<file path="config.mk">
export PLATFORM = sky130hd
export DESIGN_NAME = muldiv_unit
export DESIGN_NICKNAME = d
export VERILOG_FILES = /design/src/rtl/muldiv_unit.sv
export SDC_FILE = /design/constraint.sdc
export NUM_CORES = 1
export LEC_CHECK = 0
export ABC_AREA = 1
export BUFFER_PORTS_ARGS = -buffer_cell sky130_fd_sc_hd__buf_4
export CAP_MARGIN = 20
export CORE_UTILIZATION = 35
export CTS_CLUSTER_DIAMETER = 150
export CTS_CLUSTER_SIZE = 16
export DETAILED_ROUTE_END_ITERATION = 8
export PLACE_DENSITY = 0.61
export SYNTH_ARGS = -nofsm -noshare
export SYNTH_HDL_FRONTEND = slang
export SYNTH_SLANG_ARGS = --single-unit
</file>
<file path="constraint.sdc">
create_clock -name clk -period 2.6 [get_ports clk]
set_input_delay 0.39 -clock clk [delete_from_list [all_inputs] [get_ports clk]]
set_output_delay 0.39 -clock clk [all_outputs]
set_load 0.01 [all_outputs]
</file>
<file path="src/rtl/muldiv_unit.sv">
// ---------------------------------------------------------------------------
// muldiv_unit
//
// Iterative RV32M multiply/divide unit for the execute stage. The unit uses
// a start/busy/done handshake, and the pipeline is held while busy is high.
//
// Multiplies use radix-2 shift-add on operand magnitudes to build a
// 2*DATA_WIDTH product. Divides use radix-2 restoring division on operand
// magnitudes. The sign of each result is applied in the FIX state.
//
// Division by zero and signed overflow (most-negative / -1) skip the
// iterative CALC phase.
//
// Optional feature (macro MULDIV_FAST_MUL_EN):
//   defined   - all four multiplies use one combinational 2*DATA_WIDTH
//               product and take the short path (done two cycles after start).
//   undefined - multiplies iterate like divides.
//
// Parameters:
//   DATA_WIDTH  operand/result width (even, >= 8)
//   CNT_WIDTH   iteration counter width (must hold DATA_WIDTH)
//
// Ports:
//   clk     in   system clock, rising edge
//   rst     in   synchronous active-low reset
//   start   in   request, sampled only when not busy
//   funct3  in   RV32M operation select
//   op_a    in   rs1 value
//   op_b    in   rs2 value
//   busy    out  operation in progress
//   done    out  one-cycle pulse, result valid
//   result  out  result register, held until the next accepted op completes
// ---------------------------------------------------------------------------
module muldiv_unit #(
   parameter int DATA_WIDTH = 32,
   parameter int CNT_WIDTH  = 6
) (
   input  logic                  clk,
   input  logic                  rst,
   input  logic                  start,
   input  logic [2:0]            funct3,
   input  logic [DATA_WIDTH-1:0] op_a,
   input  logic [DATA_WIDTH-1:0] op_b,
   output logic                  busy,
   output logic                  done,
   output logic [DATA_WIDTH-1:0] result
);

   localparam int W = DATA_WIDTH;

   localparam logic [CNT_WIDTH-1:0] CNT_ZERO = {CNT_WIDTH{1'b0}};
   localparam logic [CNT_WIDTH-1:0] CNT_ONE  = {{(CNT_WIDTH-1){1'b0}}, 1'b1};
   localparam logic [CNT_WIDTH-1:0] CNT_LAST = CNT_WIDTH'(DATA_WIDTH - 1);

   localparam logic [W-1:0]   ZERO_W   = {W{1'b0}};
   localparam logic [W-1:0]   ALL_ONES = {W{1'b1}};
   localparam logic [W-1:0]   MIN_NEG  = {1'b1, {(W-1){1'b0}}};
   localparam logic [2*W-1:0] ZERO_2W  = {(2*W){1'b0}};

   localparam logic [2:0] F3_MUL    = 3'b000;
   localparam logic [2:0] F3_MULH   = 3'b001;
   localparam logic [2:0] F3_MULHSU = 3'b010;
   localparam logic [2:0] F3_MULHU  = 3'b011;
   localparam logic [2:0] F3_DIV    = 3'b100;
   localparam logic [2:0] F3_DIVU   = 3'b101;
   localparam logic [2:0] F3_REM    = 3'b110;
   localparam logic [2:0] F3_REMU   = 3'b111;

   typedef enum logic [1:0] {
      S_IDLE = 2'b00,
      S_CALC = 2'b01,
      S_FIX  = 2'b10,
      S_DONE = 2'b11
   } state_t;

   // op_a is treated as signed for MUL, MULH, MULHSU, DIV and REM.
   function automatic logic op_a_signed(input logic [2:0] f3);
      logic s;
      case (f3)
         F3_MUL, F3_MULH, F3_MULHSU, F3_DIV, F3_REM: s = 1'b1;
         default:                                    s = 1'b0;
      endcase
      return s;
   endfunction

   // op_b is treated as signed for MUL, MULH, DIV and REM.
   function automatic logic op_b_signed(input logic [2:0] f3);
      logic s;
      case (f3)
         F3_MUL, F3_MULH, F3_DIV, F3_REM: s = 1'b1;
         default:                         s = 1'b0;
      endcase
      return s;
   endfunction

   // Registered state
   state_t           state_q, state_d;
   logic [CNT_WIDTH-1:0] cnt_q, cnt_d;
   logic [2:0]       f3_q, f3_d;
   logic [2*W-1:0]   prod_q, prod_d;     // mul: {acc, multiplier}; div: {rem, quotient}
   logic [W-1:0]     opnd_q, opnd_d;     // mul: |multiplicand|; div: |divisor|
   logic             neg_q, neg_d;       // negate product / quotient in FIX
   logic             neg_rem_q, neg_rem_d;
   logic             busy_q, busy_d;
   logic             done_q, done_d;
   logic [W-1:0]     result_q, result_d;

   // Combinational helpers
   logic             a_neg_s, b_neg_s;
   logic [W-1:0]     a_mag_s, b_mag_s;
   logic             div_zero_s, div_ovf_s;
   logic             fast_mul_s;
   logic [2*W-1:0]   fast_prod_s;
   logic [W:0]       mul_sum_s;
   logic [W:0]       rem_shift_s;
   logic [W:0]       rem_diff_s;
   logic [2*W-1:0]   step_prod_s;
   logic [2*W-1:0]   prod_fix_s;
   logic [W-1:0]     quo_fix_s, rem_fix_s;
   logic [W-1:0]     fix_res_s;

   // Operand conditioning for a new request: signs, magnitudes, short-path detect
   always_comb begin
      a_neg_s    = op_a_signed(funct3) & op_a[W-1];
      b_neg_s    = op_b_signed(funct3) & op_b[W-1];
      a_mag_s    = a_neg_s ? -op_a : op_a;
      b_mag_s    = b_neg_s ? -op_b : op_b;
      div_zero_s = funct3[2] & (op_b == ZERO_W);
      // Only the signed divide ops (funct3[0]==0) can overflow
      div_ovf_s  = funct3[2] & ~funct3[0] & (op_a == MIN_NEG) & (op_b == ALL_ONES);
   end

`ifdef MULDIV_FAST_MUL_EN
   logic [2*W-1:0] a_ext_s, b_ext_s;

   // Single-cycle product; sign-extending to 2*W makes the low 2*W bits exact
   always_comb begin
      a_ext_s     = {{W{a_neg_s}}, op_a};
      b_ext_s     = {{W{b_neg_s}}, op_b};
      fast_prod_s = a_ext_s * b_ext_s;
   end

   assign fast_mul_s = ~funct3[2];
`else
   assign fast_prod_s = ZERO_2W;
   assign fast_mul_s  = 1'b0;
`endif

   // One radix-2 iteration: shift-add multiply or restoring divide
   always_comb begin
      mul_sum_s   = {1'b0, prod_q[2*W-1:W]} + (prod_q[0] ? {1'b0, opnd_q} : {(W+1){1'b0}});
      rem_shift_s = {prod_q[2*W-1:W], prod_q[W-1]};
      // A set MSB means the partial remainder is smaller than the divisor (restore)
      rem_diff_s  = rem_shift_s - {1'b0, opnd_q};
      if (f3_q[2]) begin
         if (rem_diff_s[W]) begin
            step_prod_s = {rem_shift_s[W-1:0], prod_q[W-2:0], 1'b0};
         end else begin
            step_prod_s = {rem_diff_s[W-1:0], prod_q[W-2:0], 1'b1};
         end
      end else begin
         step_prod_s = {mul_sum_s, prod_q[W-1:1]};
      end
   end

   // Sign correction and result selection used in FIX
   always_comb begin
      prod_fix_s = neg_q ? -prod_q : prod_q;
      quo_fix_s  = neg_q ? -prod_q[W-1:0] : prod_q[W-1:0];
      rem_fix_s  = neg_rem_q ? -prod_q[2*W-1:W] : prod_q[2*W-1:W];
      case (f3_q)
         F3_MUL:                       fix_res_s = prod_fix_s[W-1:0];
         F3_MULH, F3_MULHSU, F3_MULHU: fix_res_s = prod_fix_s[2*W-1:W];
         F3_DIV, F3_DIVU:              fix_res_s = quo_fix_s;
         F3_REM, F3_REMU:              fix_res_s = rem_fix_s;
         default:                      fix_res_s = ZERO_W;
      endcase
   end

   // Next-state, handshake and datapath update
   always_comb begin
      state_d   = state_q;
      cnt_d     = cnt_q;
      f3_d      = f3_q;
      prod_d    = prod_q;
      opnd_d    = opnd_q;
      neg_d     = neg_q;
      neg_rem_d = neg_rem_q;
      result_d  = result_q;

      case (state_q)
         S_IDLE, S_DONE: begin
            if (start) begin
               f3_d  = funct3;
               cnt_d = CNT_ZERO;
               if (funct3[2]) begin
                  if (div_zero_s) begin
                     // Short path: quotient = all ones, remainder = op_a
                     prod_d    = {op_a, ALL_ONES};
                     opnd_d    = ZERO_W;
                     neg_d     = 1'b0;
                     neg_rem_d = 1'b0;
                     state_d   = S_FIX;
                  end else if (div_ovf_s) begin
                     // Short path: quotient = op_a, remainder = 0
                     prod_d    = {ZERO_W, op_a};
                     opnd_d    = ZERO_W;
                     neg_d     = 1'b0;
                     neg_rem_d = 1'b0;
                     state_d   = S_FIX;
                  end else begin
                     prod_d    = {ZERO_W, a_mag_s};
                     opnd_d    = b_mag_s;
                     neg_d     = a_neg_s ^ b_neg_s;
                     neg_rem_d = a_neg_s;
                     state_d   = S_CALC;
                  end
               end else if (fast_mul_s) begin
                  prod_d    = fast_prod_s;
                  opnd_d    = ZERO_W;
                  neg_d     = 1'b0;
                  neg_rem_d = 1'b0;
                  state_d   = S_FIX;
               end else begin
                  prod_d    = {ZERO_W, b_mag_s};
                  opnd_d    = a_mag_s;
                  neg_d     = a_neg_s ^ b_neg_s;
                  neg_rem_d = 1'b0;
                  state_d   = S_CALC;
               end
            end else begin
               state_d = S_IDLE;
            end
         end
         S_CALC: begin
            prod_d = step_prod_s;
            if (cnt_q == CNT_LAST) begin
               cnt_d   = CNT_ZERO;
               state_d = S_FIX;
            end else begin
               cnt_d   = cnt_q + CNT_ONE;
               state_d = S_CALC;
            end
         end
         S_FIX: begin
            result_d = fix_res_s;
            state_d  = S_DONE;
         end
         default: begin
            state_d = S_IDLE;
         end
      endcase

      busy_d = (state_d == S_CALC) || (state_d == S_FIX);
      done_d = (state_d == S_DONE);
   end

   // All state and registered outputs, synchronous active-low reset
   always_ff @(posedge clk) begin
      if (!rst) begin
         state_q   <= S_IDLE;
         cnt_q     <= CNT_ZERO;
         f3_q      <= 3'b000;
         prod_q    <= ZERO_2W;
         opnd_q    <= ZERO_W;
         neg_q     <= 1'b0;
         neg_rem_q <= 1'b0;
         busy_q    <= 1'b0;
         done_q    <= 1'b0;
         result_q  <= ZERO_W;
      end else begin
         state_q   <= state_d;
         cnt_q     <= cnt_d;
         f3_q      <= f3_d;
         prod_q    <= prod_d;
         opnd_q    <= opnd_d;
         neg_q     <= neg_d;
         neg_rem_q <= neg_rem_d;
         busy_q    <= busy_d;
         done_q    <= done_d;
         result_q  <= result_d;
      end
   end

   assign busy   = busy_q;
   assign done   = done_q;
   assign result = result_q;

endmodule

</file>
Word level (Yosys, flattened, before mapping)
Index checks and enable logic that the tools add are counted.

Register bits: 143. Output and inout bits: 34.

Multiplexer cells: 34. Reduce and logical (&&, ||, !) cells: 14. Add/sub/neg operators: 8. Bitwise operators: 8. Equal/unequal tests: 21.

Operators with widths (number): 64-bit 2-to-1 mux (6); 32-bit 2-to-1 mux (9); 32-bit negator (4); 32-bit case mux with 4 select lines (1); 64-bit case mux with 2 select lines (1); 32-bit equality test, second input constant (2); 64-bit negator (1); 32-bit by 32-bit adder with 33-bit output (1); 33-bit by 32-bit subtractor with 33-bit output (1); 32-bit zero test (1); 3-bit equality test, second input constant (6); 6-bit 2-to-1 mux (2); 6-bit case mux with 2 select lines (1); 2-bit 2-to-1 mux (5); 3-bit by 2-bit equality test with 1-bit output, second input constant (3); 2-bit equality test, second input constant (4); 1-bit 2-to-1 mux (8); 6-bit by 1-bit adder with 6-bit output, second input constant (1); 1-bit AND (6); 3-bit by 1-bit equality test with 1-bit output, second input constant (2); 6-bit by 5-bit equality test with 1-bit output, second input constant (1); 3-bit zero test (2); 2-bit case mux with 3 select lines (1); 2-bit OR reduction (3); other kinds (11) (13).

Logic depth before layout (Yosys ltp)
Gate-level depths: netlist of the first run.

Word-level depth: 11. Gate-level depth with buffers: 21. Depth with buffers taken out: 20.

Worst setup path after synthesis of the first run
Ideal clock, no wire load.

Kind: register to register. From: reg prod_q[0]. To: reg prod_q[61]. Stages on the path, launching flop included: 21. Required time: 2.478 ns. Data arrival time: 2.300 ns. Path slack: 0.178 ns. Library setup time: 0.122 ns. Buffers on the path: 2. Cells stage by stage: dfxtp_1 > buf_6 > clkbuf_1 > nand2_1 > inv_1 > ha_1 > fa_1 > nand3_1 > nand3_1 > nand2_1 > nand2_1 > nand2_1 > nand2_1 > nand2_1 > nand3_1 > nand3_1 > nand2_1 > inv_1 > nand2_1 > nand2_1 > a21oi_2.

Cells in the longest elaborated chain, start to end: 4.

RTL lines: start: declaration (RTL line 100) `logic [2*W-1:0] prod_q, prod_d;`; start signal: assignment (RTL line 275) `prod_q <= prod_d;`; 32-bit 2-to-1 mux (RTL line 151) `mul_sum_s = {1'b0, prod_q[2*W-1:W]} + (prod_q[0] ? {1'b0, opnd_q} : {(W+1){1'b0}});`; 32-bit by 32-bit adder with 33-bit output (RTL line 151); 64-bit 2-to-1 mux (RTL line 155) `if (f3_q[2]) begin`; 64-bit case mux with 2 select lines (RTL line 191) `case (state_q)`.

Every way passes these cells. A chain may end at the register's enable or synchronous reset.

Worst setup path in the final report of the first run
From: reg prod_q[31]. To: reg prod_q[45].

Cells in the longest elaborated chain, start to end: 4.

RTL lines: 33-bit by 32-bit subtractor with 33-bit output (RTL line 154) `rem_diff_s = rem_shift_s - {1'b0, opnd_q};`; 64-bit 2-to-1 mux (RTL line 156) `if (rem_diff_s[W]) begin`; 64-bit 2-to-1 mux (RTL line 155); 64-bit case mux with 2 select lines (RTL line 191).

Every way passes these cells.

==> results.tsv, run 1 <==
metric	value	unit
power_frac_comb	0.720	
seqPwrFrac	0.165	
p_leak	0.01204	uW
final_util	0.4437	
cts_buffer_depth	2	
die_w	231.0	microns
io_buffer_count	103	
yosysUniqueCellTypes	52	
cts-buffers-inserted	17	
peakVddDrop	567.7	uV
grt_antenna_before_repair	1	
hpwl	70.01	mm
path_max_fanout	8	
ys_top_cells_by_count	980 x nand2_1, 561 x inv_1, 360 x nor2_1	
placed_cell_area	0.02137	sq mm
setup_viol	0	
period_minus_slack	2.558	ns
grt_overflow_total	0	
syn_avg_cell_area	5.344	sq um
rows	83	
pin_count	104	
grt_util_all_layers	0.3188	
fin_crit_sh	0.9837	
drt_iter0_markers	2949	
min_path_type	input port to register	
stdcell_count	4394	
drtAntennaViolNets	0	
multi_input_area	0.01337	sq mm
cts.htree.levels	4	
critPathArrivalTime	2.89	ns
drv_cap	0	
numClockSinks	143	
area_growth	24.78	%
vias	23790	
tightest_slew	0.8421	ns
slew_viol_final	0	
num_antenna_cells	0	
postSynthCellCount	3435	
power.density	924.2	mW/mm^2
grt_pass1_wl	128.5	mm
p_clk_frac	0.115	
startpoint_type	register	
dp.cells	4338	
ys_warn_count	0	
fin_area	0.02290	sq mm
ys_async_sr_fraction	0	
fin_setup_tns	0	ns
gp_congestion	1.026	
p_int	9398	uW
switching_share	0.5560	
viasPerCell	5.414	
finalNetCount	3846	
synth_edf_count	0	
grt_max_degree	98	
fin_skew	0.01890	ns
yosysSeqAreaShare	0.1560	
p_sw	11770	uW
wl	87.98	mm
outcome	finished, final reports clean	
drc	0	
netlist_top_cells_area	nand2_1 20%, dfxtp_1 16%, inv_1 11%	
syn_area	0.01836	sq mm
ys.flop_type	dfxtp_1	
layout-drive-gt1-share	0.1680	
clk_latency	0.47	ns
start_util	0.3556	
synth_top_area_frac	0.2004	
final_hold_viol_count	0	
cts_root_buf	clkbuf_16	
end_kind	register	
rsz0062_at_grt	true	
grt_pass1_vias	21440	
synth_nets	3580	
fill_cells	5642	
synth_area_leader_cell	nand2_1	
slew_headroom	0.4380	
die_area	0.05336	sq mm
synth_seq_cells	143	
avgRoutedWirePerCell	20.02	microns
die_y	231.0	microns
max_clock_freq	391.0	MHz
hold_buffers	0	
worst-setup-path-type	register to register	
synth.most_common_cell	nand2_1	
first_pass_iters	6	
seqCellArea	0.002939	sq mm
cts_tree	done	
required	2.94	ns
cts.reportedPaths.clkPinSlew	0.07	ns
core_area	0.05161	sq mm
power groups by stage:
stage	Clock (uW)	Combinational (uW)	Sequential [uW]
after floorplan	0	8380	3210
after global placement	0	13500	3400
after detailed placement	0	13500	3400
after CTS	2470	13500	3360
after global routing	2540	16500	3520
final	2430	15200	3490
flip-flops by register name, summed over array words and instances (netlist names):
name	count
cnt_q	6
prod_q	64
result	32
opnd_q	32
done	1
busy	1
state_q	2
neg_rem_q	1
f3_q	3
neg_q	1
repair_timing:
item	4_1_cts	5_1_grt
setup endpoints to repair	26	40
pin swaps	0	25
setup buffers	0	15
cloned	0	9
resized for setup	13	167
cell usage in the layout (no fill, tap or decap), drive strengths merged:
cell type	instances
and2	4
dfxtp	143
o2111ai	1
a31oi	14
nor2	375
o21ai	320
buf	372
o21bai	12
o221ai	7
clkinv	3
inv	585
fa	2
nor4	7
a21boi	2
clkbuf	21
a211oi	2
ha	73
nand4	47
xor2	81
o211ai	30
o31ai	4
nand3b	15
clkinvlp	2
nand3	268
or2	6
and3	2
a221oi	3
nand2	1008
nor3	49
a21o	4
xnor2	8
a21oi	244
worst max-delay path, stage by stage (launching register included):
cell       delay (ns)
dfxtp_2          0.34
inv_2            0.06
ha_4             0.17
fa_2             0.43
inv_2            0.09
nand3_2          0.08
nand2_4          0.10
nand2_4          0.05
nand2_4          0.07
nand2_4          0.05
nand2_4          0.08
nand2_4          0.08
nand3_4          0.14
buf_12           0.13
clkbuf_16        0.16
nand3_1          0.13
nand3_2          0.11
nand2_1          0.05
nand2_1          0.05
a21oi_1          0.06
path summary, 6_finish.rpt:
| check | start | cells past startpoint | end | slack [ns] |
|---|---|---|---|---|
| worst max-delay path | prod_q[31] | 19 | prod_q[45] | 0.04 |
| worst min-delay path | funct3[1] | 3 | f3_q[1] | 0.21 |
| worst max register to register | prod_q[31] | 19 | prod_q[45] | 0.04 |
| worst min register to register | result[1] | 2 | result[1] | 0.47 |
cell families (layout without fill, tap and decap cells):
logic type               Yosys count  in the layout  share of synthesized area
AO/OA/AOI/OAI                    643            643                     0.1897
flip-flops                       143            143                     0.1560
adder cells (fa/ha/maj)           75             75                    0.05194
XOR/XNOR                          89             89                    0.04247
buffers and inverters            709            983                     0.1519
AND/OR/NAND/NOR                 1776           1781                     0.4080
per-layer routing:
metal  GRT usage  up-vias  routed length, microns
li1            -    11470                       -
met2      0.5068     1197                   38620
met4      0.1569        0                    4752
met5           0        -                       0
met3     0.04533      226                    7803
met1      0.4199    10900                   36800
stage by stage:
step | hold slack (ns) | worst slack, ns | total power (uW)
final | 0.2070 | 0.04240 | 21170
after global routing | 0.2433 | -0.06003 | 22510
after CTS | 0.1875 | 0.006633 | 19370
after detailed placement | 0.4672 | -0.1098 | 16860
after global placement | 0.4596 | -0.1046 | 16890
after floorplan | 0.4583 | 0.1780 | 11590
area by class of cell:
cell class,count,share of cell area
multi-input cells,2588,0.5836
repair buffers,375,0.1324
flip-flops and latches,143,0.1283
inverters,576,0.09451
well taps,680,0.03715
clock buffers,18,0.01874
clock inverters,14,0.005354
Note: power is estimated with default switching activity, not from simulation.
==> inputs of run 2 (changes only) <==
--- a/config.mk
+++ b/config.mk
@@ -12,7 +12,6 @@
 export CTS_CLUSTER_DIAMETER = 150
 export CTS_CLUSTER_SIZE = 16
 export DETAILED_ROUTE_END_ITERATION = 8
-export PLACE_DENSITY = 0.61
 export SYNTH_ARGS = -nofsm -noshare
 export SYNTH_HDL_FRONTEND = slang
 export SYNTH_SLANG_ARGS = --single-unit
==> results.tsv, run 2 (synthesized netlist as in run 1, its figures left out) <==
metric	value	unit
largest_reg_flops	64	
highest_layer	met5	
grt_max_degree	88	
p_clk_frac	0.118	
p_leak	0.01193	uW
drt_iter0_markers	2606	
total_power	21020	uW
critPathArrivalTime	2.95	ns
setup.worst_path.start	prod_q[31]	
fin_crit_sh	0.9846	
finalNetCount	3827	
pin_count	104	
rsz0062_at_grt	true	
dr_wl_met2	37.68	mm
first_pass_iters	7	
critPathSlowestCell	fa_2	
grt_util_all_layers	0.3230	
tightest_slew	0.9225	ns
fin_setup_tns	0	ns
wl	88.54	mm
p_int	9350	uW
area_growth	23.94	%
layout-drive-gt1-share	0.1665	
outcome	finished, final reports clean	
grt_pass1_vias	21440	
timing.hold.ws	0.1782	ns
numClockSinks	143	
grt_pass1_wl	130.0	mm
multi_input_area	0.01331	sq mm
switching_share	0.5553	
drtAntennaViolNets	0	
final_cell_mix	950 x nand2_1, 553 x inv_1, 343 x nor2_1	
min_path_type	input port to register	
avgRoutedWirePerCell	20.23	microns
path_cells	inv_2 > ha_4 > fa_2 > inv_2 > nand3_4 > nand2_4 > nand2_4 > nand2_4 > nand2_4 > nand2_4 > nand2_4 > nand3_4 > buf_12 > buf_12 > nand2_8 > nand2_1 > nand3_1 > nand2_1 > nand2_1 > a21oi_1	
start_util	0.3556	
io_buffer_count	103	
power_frac_comb	0.716	
max_clock_freq	390.6	MHz
gp_congestion	1.054	
r2r_cells	20	
dp.cells	4317	
drv_cap	0	
startpoint_type	register	
viasPerCell	5.411	
cts.reportedPaths.clkPinSlew	0.07	ns
final_hold_viol_count	0	
setup_viol	0	
period_minus_slack	2.560	ns
cts_buffer_depth	2	
cts_tree	done	
cts.htree.levels	4	
grt_antenna_before_repair	3	
grt_overflow_total	0	
vias	23680	
met1_length	36.88	mm
worst-setup-path-type	register to register	
die_area	0.05336	sq mm
peakVddDrop	874.8	uV
crit_path_frequent_cell	nand2_4	
p_sw	11670	uW
seqCellArea	0.002940	sq mm
drc	0	
rows	83	
crit_end	prod_q[40]	
clk_latency	0.47	ns
seqPwrFrac	0.167	
top_register	prod_q	
core_area	0.05161	sq mm
end_kind	register	
required	2.99	ns
die_y	231.0	microns
fin_skew	0.01295	ns
r2r_end	prod_q[40]	
slew_viol_final	0	
stdcell_count	4377	
r2r-start	prod_q[31]	
cts_root_buf	clkbuf_16	
power.density	924.2	mW/mm^2
cts-buffers-inserted	17	
rrSetupSlack	0.04	ns
slowest_delay	0.43	ns
die_w	231.0	microns
hpwl	70.04	mm
path_max_fanout	8	
slew_headroom	0.3850	
wl_met3	8.076	mm
final_common_cell	nand2_1	
fill_cells	5660	
## run 2: layout make-up
cell class	count	area share
multi-input combinational	2588	0.5850
inverter	576	0.09520
timing repair buffer	356	0.1280
tap	680	0.03740
antenna	3	0.0003300
sequential	143	0.1292
clock inverter	11	0.004730
clock buffer	20	0.02007
## run 2: worst min path at each step
stage	depth (start not counted)	slack, ns	end	from
4_1_cts	3	0.17	f3_q[1]	funct3[1]
3_5_place_dp	2	0.47	result[1]	result[1]
2_1_floorplan	2	0.46	cnt_q[0]	cnt_q[0]
3_3_place_gp	2	0.46	result[1]	result[1]
5_1_grt	3	0.20	f3_q[1]	funct3[1]
6_report	3	0.18	f3_q[1]	funct3[1]
## run 2: layer usage
layer  vias up  track usage
met2      1206       0.4955
met5         -            0
met1     10800       0.4222
li1      11420            -
met3       254      0.05163
met4         2       0.1972
## run 2: power by group through the flow
stage               logic, uW  clock network, uW  registers, uW
floorplan                8380                  0           3210
global placement        13400                  0           3410
detailed placement      13400                  0           3410
CTS                     13500               2500           3370
global route            16300               2580           3530
finish                  15000               2480           3500
## run 2: repair_timing
item	in CTS	in global routing
gates resized for setup	8	177
gates cloned	0	8
hold buffers	0	0
setup buffers	0	18
setup endpoints to repair	31	37
pin swaps	0	27
## run 2: per-stage QoR
| stage | setup slack, ns | area [sq um] | utilization |
|---|---|---|---|
| after floorplan | 0.1780 | 18360 | - |
| after global placement | -0.07795 | 21230 | 0.4112 |
| after detailed placement | -0.09232 | 21230 | 0.4112 |
| after CTS | 0.003465 | 21810 | 0.4225 |
| after global routing | -0.06542 | 22740 | 0.4406 |
| final | 0.03999 | 22750 | 0.4408 |
## run 2: worst max-delay path, delay by kind of cell (launching register included)
family	cells	cell delay (ns)
fa+ha+maj	2	0.59
simple gates	13	0.98
buf+inv	4	0.42
compound gates	1	0.13
flops	1	0.33
